### src/rtl/lab102_mac.sv
// Three-stage signed multiply-accumulate: operand capture, exact product, then
// pass-through or saturating accumulate with a sample counter and a sticky overflow flag.
module lab102_mac #(
  parameter  int W     = 16,
  parameter  int GUARD = 4,
  parameter  int CW    = 8,
  localparam int ACC_W = 2 * W + GUARD
) (
  input  logic                    clk,
  input  logic                    rst_n,
  input  logic                    valid_in,
  input  logic signed [W-1:0]     din_a,
  input  logic signed [W-1:0]     din_b,
  input  logic                    mode,
  input  logic                    clr,
  output logic                    valid_out,
  output logic signed [ACC_W-1:0] dout,
  output logic [CW-1:0]           cnt,
  output logic                    sat
);

  localparam int PW = 2 * W;
  localparam int SW = ACC_W + 1;
  localparam logic signed [ACC_W-1:0] ACC_MAX = {1'b0, {(ACC_W-1){1'b1}}};
  localparam logic signed [ACC_W-1:0] ACC_MIN = {1'b1, {(ACC_W-1){1'b0}}};

  // Stage 1: operand capture
  logic                s1_valid_q, s1_mode_q, s1_clr_q;
  logic signed [W-1:0] s1_a_q, s1_b_q;

  // NOTE: sequential state uses non-blocking assignments so every stage samples
  // the previous stage's value from before the edge, independent of block order.
  always_ff @(posedge clk or negedge rst_n) begin
    if (!rst_n) begin
      s1_valid_q <= 1'b0;
      s1_mode_q  <= 1'b0;
      s1_clr_q   <= 1'b0;
      s1_a_q     <= '0;
      s1_b_q     <= '0;
    end else begin
      s1_valid_q <= valid_in;
      if (valid_in) begin
        s1_mode_q <= mode;
        s1_clr_q  <= clr;
        s1_a_q    <= din_a;
        s1_b_q    <= din_b;
      end
    end
  end

  // Stage 2: both operands widened to 2W before multiplying, so -2^(W-1)^2 is exact
  logic                 s2_valid_q, s2_mode_q, s2_clr_q;
  logic signed [PW-1:0] s2_prod_q;

  always_ff @(posedge clk or negedge rst_n) begin
    if (!rst_n) begin
      s2_valid_q <= 1'b0;
      s2_mode_q  <= 1'b0;
      s2_clr_q   <= 1'b0;
      s2_prod_q  <= '0;
    end else begin
      s2_valid_q <= s1_valid_q;
      if (s1_valid_q) begin
        s2_mode_q <= s1_mode_q;
        s2_clr_q  <= s1_clr_q;
        s2_prod_q <= PW'(s1_a_q) * PW'(s1_b_q);
      end
    end
  end

  // Stage 3: result registers
  logic                    valid_q, valid_d;
  logic signed [ACC_W-1:0] dout_q, dout_d;
  logic [CW-1:0]           cnt_q, cnt_d;
  logic                    sat_q, sat_d;
  logic signed [SW-1:0]    sum_w;
  logic                    ovf_pos, ovf_neg;

  assign sum_w   = SW'(dout_q) + SW'(s2_prod_q);
  assign ovf_pos = !sum_w[SW-1] &&  sum_w[SW-2];
  assign ovf_neg =  sum_w[SW-1] && !sum_w[SW-2];

  // NOTE: every output of this block gets a default first, so no path leaves a
  // signal unassigned and no latch is inferred.
  always_comb begin
    valid_d = s2_valid_q;
    dout_d  = dout_q;
    cnt_d   = cnt_q;
    sat_d   = sat_q;
    if (s2_valid_q) begin
      if (!s2_mode_q || s2_clr_q) begin
        dout_d = ACC_W'(s2_prod_q);
        cnt_d  = CW'(1);
        sat_d  = 1'b0;
      end else begin
        if (ovf_pos)      dout_d = ACC_MAX;
        else if (ovf_neg) dout_d = ACC_MIN;
        else              dout_d = sum_w[ACC_W-1:0];
        cnt_d = (cnt_q == '1) ? cnt_q : cnt_q + 1'b1;
        sat_d = sat_q | ovf_pos | ovf_neg;
      end
    end
  end

  always_ff @(posedge clk or negedge rst_n) begin
    if (!rst_n) begin
      valid_q <= 1'b0;
      dout_q  <= '0;
      cnt_q   <= '0;
      sat_q   <= 1'b0;
    end else begin
      valid_q <= valid_d;
      dout_q  <= dout_d;
      cnt_q   <= cnt_d;
      sat_q   <= sat_d;
    end
  end

  assign valid_out = valid_q;
  assign dout      = dout_q;
  assign cnt       = cnt_q;
  assign sat       = sat_q;

endmodule
### config.mk
export PLATFORM = sky130hd
export DESIGN_NAME = lab102_mac
export DESIGN_NICKNAME = d
export VERILOG_FILES = /design/src/rtl/lab102_mac.sv
export SDC_FILE = /design/constraint.sdc
export NUM_CORES = 1
export LEC_CHECK = 0
export ABC_AREA = 1
export CAP_MARGIN = 30
export CORE_ASPECT_RATIO = 0.75
export CORE_MARGIN = 1.5
export CORE_UTILIZATION = 57
export DETAILED_ROUTE_END_ITERATION = 10
export PLACE_DENSITY = 0.8
export REMOVE_ABC_BUFFERS = 1
export SYNTH_ARGS = -nofsm -noshare
export SYNTH_HDL_FRONTEND = slang
export SYNTH_SLANG_ARGS = --single-unit
### constraint.sdc
create_clock -name clk -period 5.8 [get_ports clk]
set_input_delay 1.74 -clock clk [delete_from_list [all_inputs] [get_ports clk]]
set_output_delay 1.74 -clock clk [all_outputs]
set_load 0.02 [all_outputs]
[After elaboration in Yosys (flattened, before gate mapping)]
Cells that the tools add are included.
Cells by class
  add/subtract/negate cells: 2
  multipliers: 1
  div/mod/pow operators: 0
  order comparisons: 0
  equality and inequality tests: 2
  shifts and indexed selects: 0
  mux-type cells: 6
  bitwise operators: 2
  reductions and logical operators: 7
Operator list (count)
  $mux 36: 3
  $add 36x32->37: 1
  $mul 16x16->32: 1
  $mux 8: 2
  $add 8x1->8 const B: 1
  $eq 8x8->1 const B: 1
  $logic_not 1->1: 3
  $logic_and 1x1->1: 2
  $ne 2x2->1 const B: 1
  $or 1x1->1: 2
  $reduce_and 2->1: 1
  $logic_or 1x1->1: 1
  $mux 1: 1
Word-level totals
  register bits: 116
  bits in latches: 0
  memory bits (writable): 0
  ROM bits: 0
  output and inout bits: 46
  word-level logic and storage cells: 33
  memories: 0

[Longest topological paths before layout]
  word-level depth: 6
  depth in mapped cells: 27
  gate-level depth less buffers: 25

[Worst setup path before layout]
No wires, ideal clock.
  path type: reg2reg
  start: register s1_a_q[15]
  end: register s2_prod_q[25]
  arrival time: 5.544 ns
  setup slack: 0.124 ns
  stages on the path, launching flop included: 21
  path buffers: 2
  period minus slack after synthesis: 5.676 ns
  cell sequence: dfrtp_1 clkbuf_1 clkbuf_1 nand2_1 inv_1 fa_1 fa_1 inv_1 fa_1 fa_1 fa_1 fa_1 inv_1 ha_1 a21oi_1 o21ai_0 a21oi_1 nand3_1 or2_2 nand3_1 o21ai_0
On the way
  cells in the longest elaborated chain, start to end: 1
RTL lines
  start: declaration: line 29  | logic signed [W-1:0] s1_a_q, s1_b_q;
  start signal: assignment: line 45  | s1_a_q <= din_a;
  $mul 16x16->32: line 66  | s2_prod_q <= PW'(s1_a_q) * PW'(s1_b_q);
  end signal: assignment: line 66
  end: declaration: line 53  | logic signed [PW-1:0] s2_prod_q;
No other way between the ends.
A chain may end at the register's enable or synchronous reset.

[Worst setup path after layout]
  start: register s1_b_q[6]
  end: register s2_prod_q[27]
On the way
  cells in the longest elaborated chain, start to end: 1
RTL lines
  start: declaration: line 29
  start signal: assignment: line 46  | s1_b_q <= din_b;
  $mul 16x16->32: line 66
No other way between the ends.

==> run_summary.xml <==
<?xml version="1.0" encoding="UTF-8"?>
<metrics>
  <group name="logic_synthesis">
    <metric name="ys.warnings.count" unit="">0</metric>
    <metric name="yosysTopAreaCell" unit="">sky130_fd_sc_hd__fa_1</metric>
    <metric name="synth.cells.most_frequent" unit="">677 x sky130_fd_sc_hd__nand2_1, 564 x sky130_fd_sc_hd__inv_1, 263 x sky130_fd_sc_hd__fa_1</metric>
    <metric name="synth-seq-cells" unit="">116</metric>
    <metric name="seq_area_frac_synth" unit="%">16.3</metric>
    <metric name="synth_top_flop_cell" unit="">sky130_fd_sc_hd__dfrtp_1</metric>
    <metric name="synth.area.top_cells" unit="">sky130_fd_sc_hd__fa_1 29%, sky130_fd_sc_hd__dfrtp_1 16%, sky130_fd_sc_hd__nand2_1 14%, sky130_fd_sc_hd__inv_1 12%, sky130_fd_sc_hd__ha_1 8.3%</metric>
    <metric name="synthMostInstantiatedCell" unit="">sky130_fd_sc_hd__nand2_1</metric>
    <metric name="ys_types" unit="">44</metric>
    <metric name="synth_edf_count" unit="">0</metric>
    <metric name="post_synth_inst_count" unit="">2396</metric>
    <metric name="synthesis.area" unit="mm2">0.0179</metric>
    <metric name="synth_area_per_cell" unit="um2">7.45</metric>
    <metric name="synth.top_cell.area_share" unit="%">29.5</metric>
    <metric name="synth_async_sr_flop_share" unit="%">100</metric>
  </group>
  <group name="cts">
    <metric name="cts_max_path_buffers" unit="">2</metric>
    <metric name="tritoncts_clock_tree" unit="">yes</metric>
    <metric name="clk-insertion-delay-late" unit="ns">0.45</metric>
    <metric name="clock_root_buffer" unit="">sky130_fd_sc_hd__clkbuf_16</metric>
    <metric name="cts-buffers-inserted" unit="">17</metric>
    <metric name="clock_tree.htree_level_count" unit="">4</metric>
    <metric name="clkTransAtPathRegs" unit="ns">0.07</metric>
    <metric name="cts_num_sinks" unit="">116</metric>
    <metric name="cts.hold.buffers_added" unit="">0</metric>
  </group>
  <group name="timing">
    <metric name="worst_slew_margin_rel" unit="%">30.6</metric>
    <metric name="clock-skew-final" unit="ns">0.0101</metric>
    <metric name="tightest_slew" unit="ns">1.04</metric>
    <metric name="timing.final.crit_period" unit="ns">5.72</metric>
    <metric name="rsz_0062_raised_after_global_routing" unit="">true</metric>
    <metric name="layout_worst_path_cycle_share" unit="%">98.5</metric>
    <metric name="setup_failing_eps_final" unit="">0</metric>
    <metric name="drv_slew" unit="">0</metric>
    <metric name="finalHoldViolCount" unit="">0</metric>
    <metric name="fmax" unit="MHz">175</metric>
  </group>
  <group name="finish">
    <metric name="layout-area-overhead-vs-synth" unit="%">15.9</metric>
    <metric name="final_design_area_no_fill" unit="mm2">0.0207</metric>
    <metric name="final_net_count" unit="">2936</metric>
    <metric name="num_antenna_cells" unit="">0</metric>
    <metric name="fraction_of_final_layout_cells_sized_beyond_drive_strength_1" unit="%">11.5</metric>
    <metric name="fillerInstances" unit="">2517</metric>
  </group>
  <group name="job">
    <metric name="max_cap_violations" unit="">0</metric>
  </group>
  <group name="floorplanning">
    <metric name="die_y" unit="um">156</metric>
    <metric name="num_rows" unit="">55</metric>
    <metric name="floorplan_die_area" unit="mm2">0.0324</metric>
    <metric name="starting_density_of_the_core" unit="%">58.6</metric>
    <metric name="ios" unit="">83</metric>
    <metric name="die_w" unit="um">207</metric>
    <metric name="core_region_area" unit="mm2">0.0305</metric>
  </group>
  <group name="detailed_routing">
    <metric name="firstDrtPassIters" unit="">9</metric>
    <metric name="post-route-drc-count" unit="">6</metric>
    <metric name="routed-via-count" unit="">15881</metric>
    <metric name="drt_wl_total" unit="um">51200</metric>
    <metric name="wl_per_cell" unit="um">17.5</metric>
    <metric name="metal2_wl" unit="um">22000</metric>
    <metric name="wl_met1" unit="um">23000</metric>
    <metric name="top_layer" unit="">met4</metric>
    <metric name="drt_first_iter_violations" unit="">1493</metric>
    <metric name="route.detailed.vias_per_inst" unit="">5.42</metric>
    <metric name="detail-route-antenna-nets" unit="">0</metric>
    <metric name="route.met3.wl" unit="um">5030</metric>
  </group>
  <group name="placed_design">
    <metric name="placed_area" unit="mm2">0.0195</metric>
    <metric name="post-dp-hpwl" unit="um">40900</metric>
    <metric name="place.port_buffers" unit="">82</metric>
    <metric name="finalWeightedCongestion" unit="">1.03</metric>
  </group>
  <group name="setup_path">
    <metric name="critical_path.endpoint_type" unit="">register</metric>
    <metric name="critical_path.reg2reg.startpoint" unit="">s1_b_q[6]</metric>
    <metric name="critical_path.startpoint_type" unit="">register</metric>
    <metric name="timing.critical_path.from" unit="">s1_b_q[6]</metric>
    <metric name="worstPathRequired" unit="ns">6.11</metric>
    <metric name="cp_max_fo" unit="">13</metric>
    <metric name="crit_arrival" unit="ns">6.02</metric>
    <metric name="critical_path_class" unit="">reg2reg</metric>
  </group>
  <group name="hold_path">
    <metric name="worst_hold_startpoint" unit="">s2_clr_q</metric>
    <metric name="min_path_type" unit="">reg2reg</metric>
  </group>
  <group name="global_route">
    <metric name="first_pass_grt_wire_length" unit="um">80800</metric>
    <metric name="grt_usage" unit="%">32.1</metric>
    <metric name="grt_start_max_net_pins" unit="">48</metric>
    <metric name="antenna_found_initial" unit="">0</metric>
    <metric name="overflow" unit="">0</metric>
    <metric name="grt_pass1_vias" unit="">15358</metric>
  </group>
  <group name="outcome">
    <metric name="failed_checks" unit="">DRC</metric>
    <metric name="status" unit="">finished, violations left</metric>
  </group>
</metrics>
==> final cells by class <==
class	count	area (um2)	share of cell area [%]
Clock buffer	17	425	2.06
Clock inverter	15	154	0.744
Inverter	566	2130	10.3
Multi-Input combinational cell	1624	12800	62.0
Sequential cell	116	2930	14.2
Tap cell	399	499	2.41
Timing Repair Buffer	192	1730	8.34
==> worst paths after layout <==
path / slack (ns) / to / cells after the start
worst max register to register: 0.08 / s2_prod_q[27] / 18
max in group asynchronous: 3.41 / dout[10] / 2
min in group asynchronous: 1.34 / dout[30] / 1
worst min-delay path: 0.50 / s2_clr_q / 2
worst max-delay path: 0.08 / s2_prod_q[27] / 18
worst min register to register: 0.50 / s2_clr_q / 2
==> metal layers <==
metal  up-vias  GRT usage (%)
li1       7345              -
met1      7698           48.4
met5         -              0
met2       747           46.6
met4         0           8.89
met3        91           6.78
==> state kept, by name, indices dropped and copies added, names as in the netlist, 8 cells and up <==
| register | cells |
|---|---|
| s1_a_q | 16 |
| dout | 36 |
| cnt | 8 |
| s1_b_q | 16 |
| s2_prod_q | 32 |
==> layout by cell type (no fill, tap or decap), types with 4 or more instances in the layout <==
cell / n
sky130_fd_sc_hd__xor2_1: 29
sky130_fd_sc_hd__buf_6: 8
sky130_fd_sc_hd__dfrtp_2: 23
sky130_fd_sc_hd__o21ai_0: 64
sky130_fd_sc_hd__nand3b_1: 7
sky130_fd_sc_hd__o21bai_1: 10
sky130_fd_sc_hd__nor2_4: 4
sky130_fd_sc_hd__nor3_2: 4
sky130_fd_sc_hd__inv_8: 4
sky130_fd_sc_hd__a21oi_2: 7
sky130_fd_sc_hd__clkbuf_16: 17
sky130_fd_sc_hd__fa_1: 252
sky130_fd_sc_hd__inv_2: 10
sky130_fd_sc_hd__ha_1: 106
sky130_fd_sc_hd__buf_12: 5
sky130_fd_sc_hd__nand3_1: 54
sky130_fd_sc_hd__xnor2_1: 17
sky130_fd_sc_hd__a31oi_1: 7
sky130_fd_sc_hd__nor2_2: 9
sky130_fd_sc_hd__clkdlybuf4s50_1: 80
sky130_fd_sc_hd__nor3_1: 9
sky130_fd_sc_hd__dfrtp_1: 93
sky130_fd_sc_hd__or2_2: 10
sky130_fd_sc_hd__nand2_1: 664
sky130_fd_sc_hd__buf_4: 96
sky130_fd_sc_hd__fa_2: 11
sky130_fd_sc_hd__nand2_2: 12
sky130_fd_sc_hd__nand4_1: 16
sky130_fd_sc_hd__inv_1: 554
sky130_fd_sc_hd__a21oi_1: 81
sky130_fd_sc_hd__a21o_1: 5
sky130_fd_sc_hd__nor2_1: 158
sky130_fd_sc_hd__mux2_2: 26
sky130_fd_sc_hd__inv_6: 6
sky130_fd_sc_hd__nand2_4: 5
sky130_fd_sc_hd__ha_4: 12
sky130_fd_sc_hd__o21ai_1: 11
==> critical path: stages (launching register included) <==
cell                      delay (ns)
sky130_fd_sc_hd__dfrtp_2        0.56
sky130_fd_sc_hd__nand2_1        0.10
sky130_fd_sc_hd__inv_1          0.08
sky130_fd_sc_hd__fa_2           0.47
sky130_fd_sc_hd__fa_2           0.66
sky130_fd_sc_hd__inv_1          0.08
sky130_fd_sc_hd__fa_1           0.44
sky130_fd_sc_hd__fa_1           0.58
sky130_fd_sc_hd__inv_1          0.06
sky130_fd_sc_hd__fa_1           0.55
sky130_fd_sc_hd__fa_1           0.41
sky130_fd_sc_hd__ha_1           0.39
sky130_fd_sc_hd__nand2_1        0.21
sky130_fd_sc_hd__nor3_4         0.28
sky130_fd_sc_hd__nand4_1        0.27
sky130_fd_sc_hd__nand3_1        0.17
sky130_fd_sc_hd__nand2_1        0.06
sky130_fd_sc_hd__nand3_1        0.09
sky130_fd_sc_hd__o21ai_0        0.10
==> metrics by stage <==
stage	util, %	setup TNS (ns)	hold WS, ns	worst slack, ns	instances
detailed placement	64.1	-0.705	0.489	-0.217	2880
global route	67.9	-0.674	0.541	-0.141	2929
global placement	64.1	-0.352	0.474	-0.166	2880
finish	67.9	0	0.503	0.0843	2929
CTS	66.1	-0.0571	0.504	-0.0571	2912
floorplan	-	0	0.440	0.302	2306
==> timing repair <==
item / 4_1_cts / 5_1_grt
pin swaps: 1 / 25
endpoints found under the setup margin: 11 / 17
resized for setup: 15 / 118
buffers inserted: 0 / 17
cloned: 0 / 0
==> logic make-up after synthesis <==
family	share of synthesized area [%]
AND/OR/NAND/NOR	21.7
buffers and inverters	13.9
adder cells (fa/ha/maj)	37.8
AO/OA/AOI/OAI	6.36
flip-flops	16.3
XOR/XNOR	2.26
multiplexers	1.64
Power is left out: the tool's default activity adds up to more than one toggle a clock period on the data nets, which glitch-free logic cannot reach.
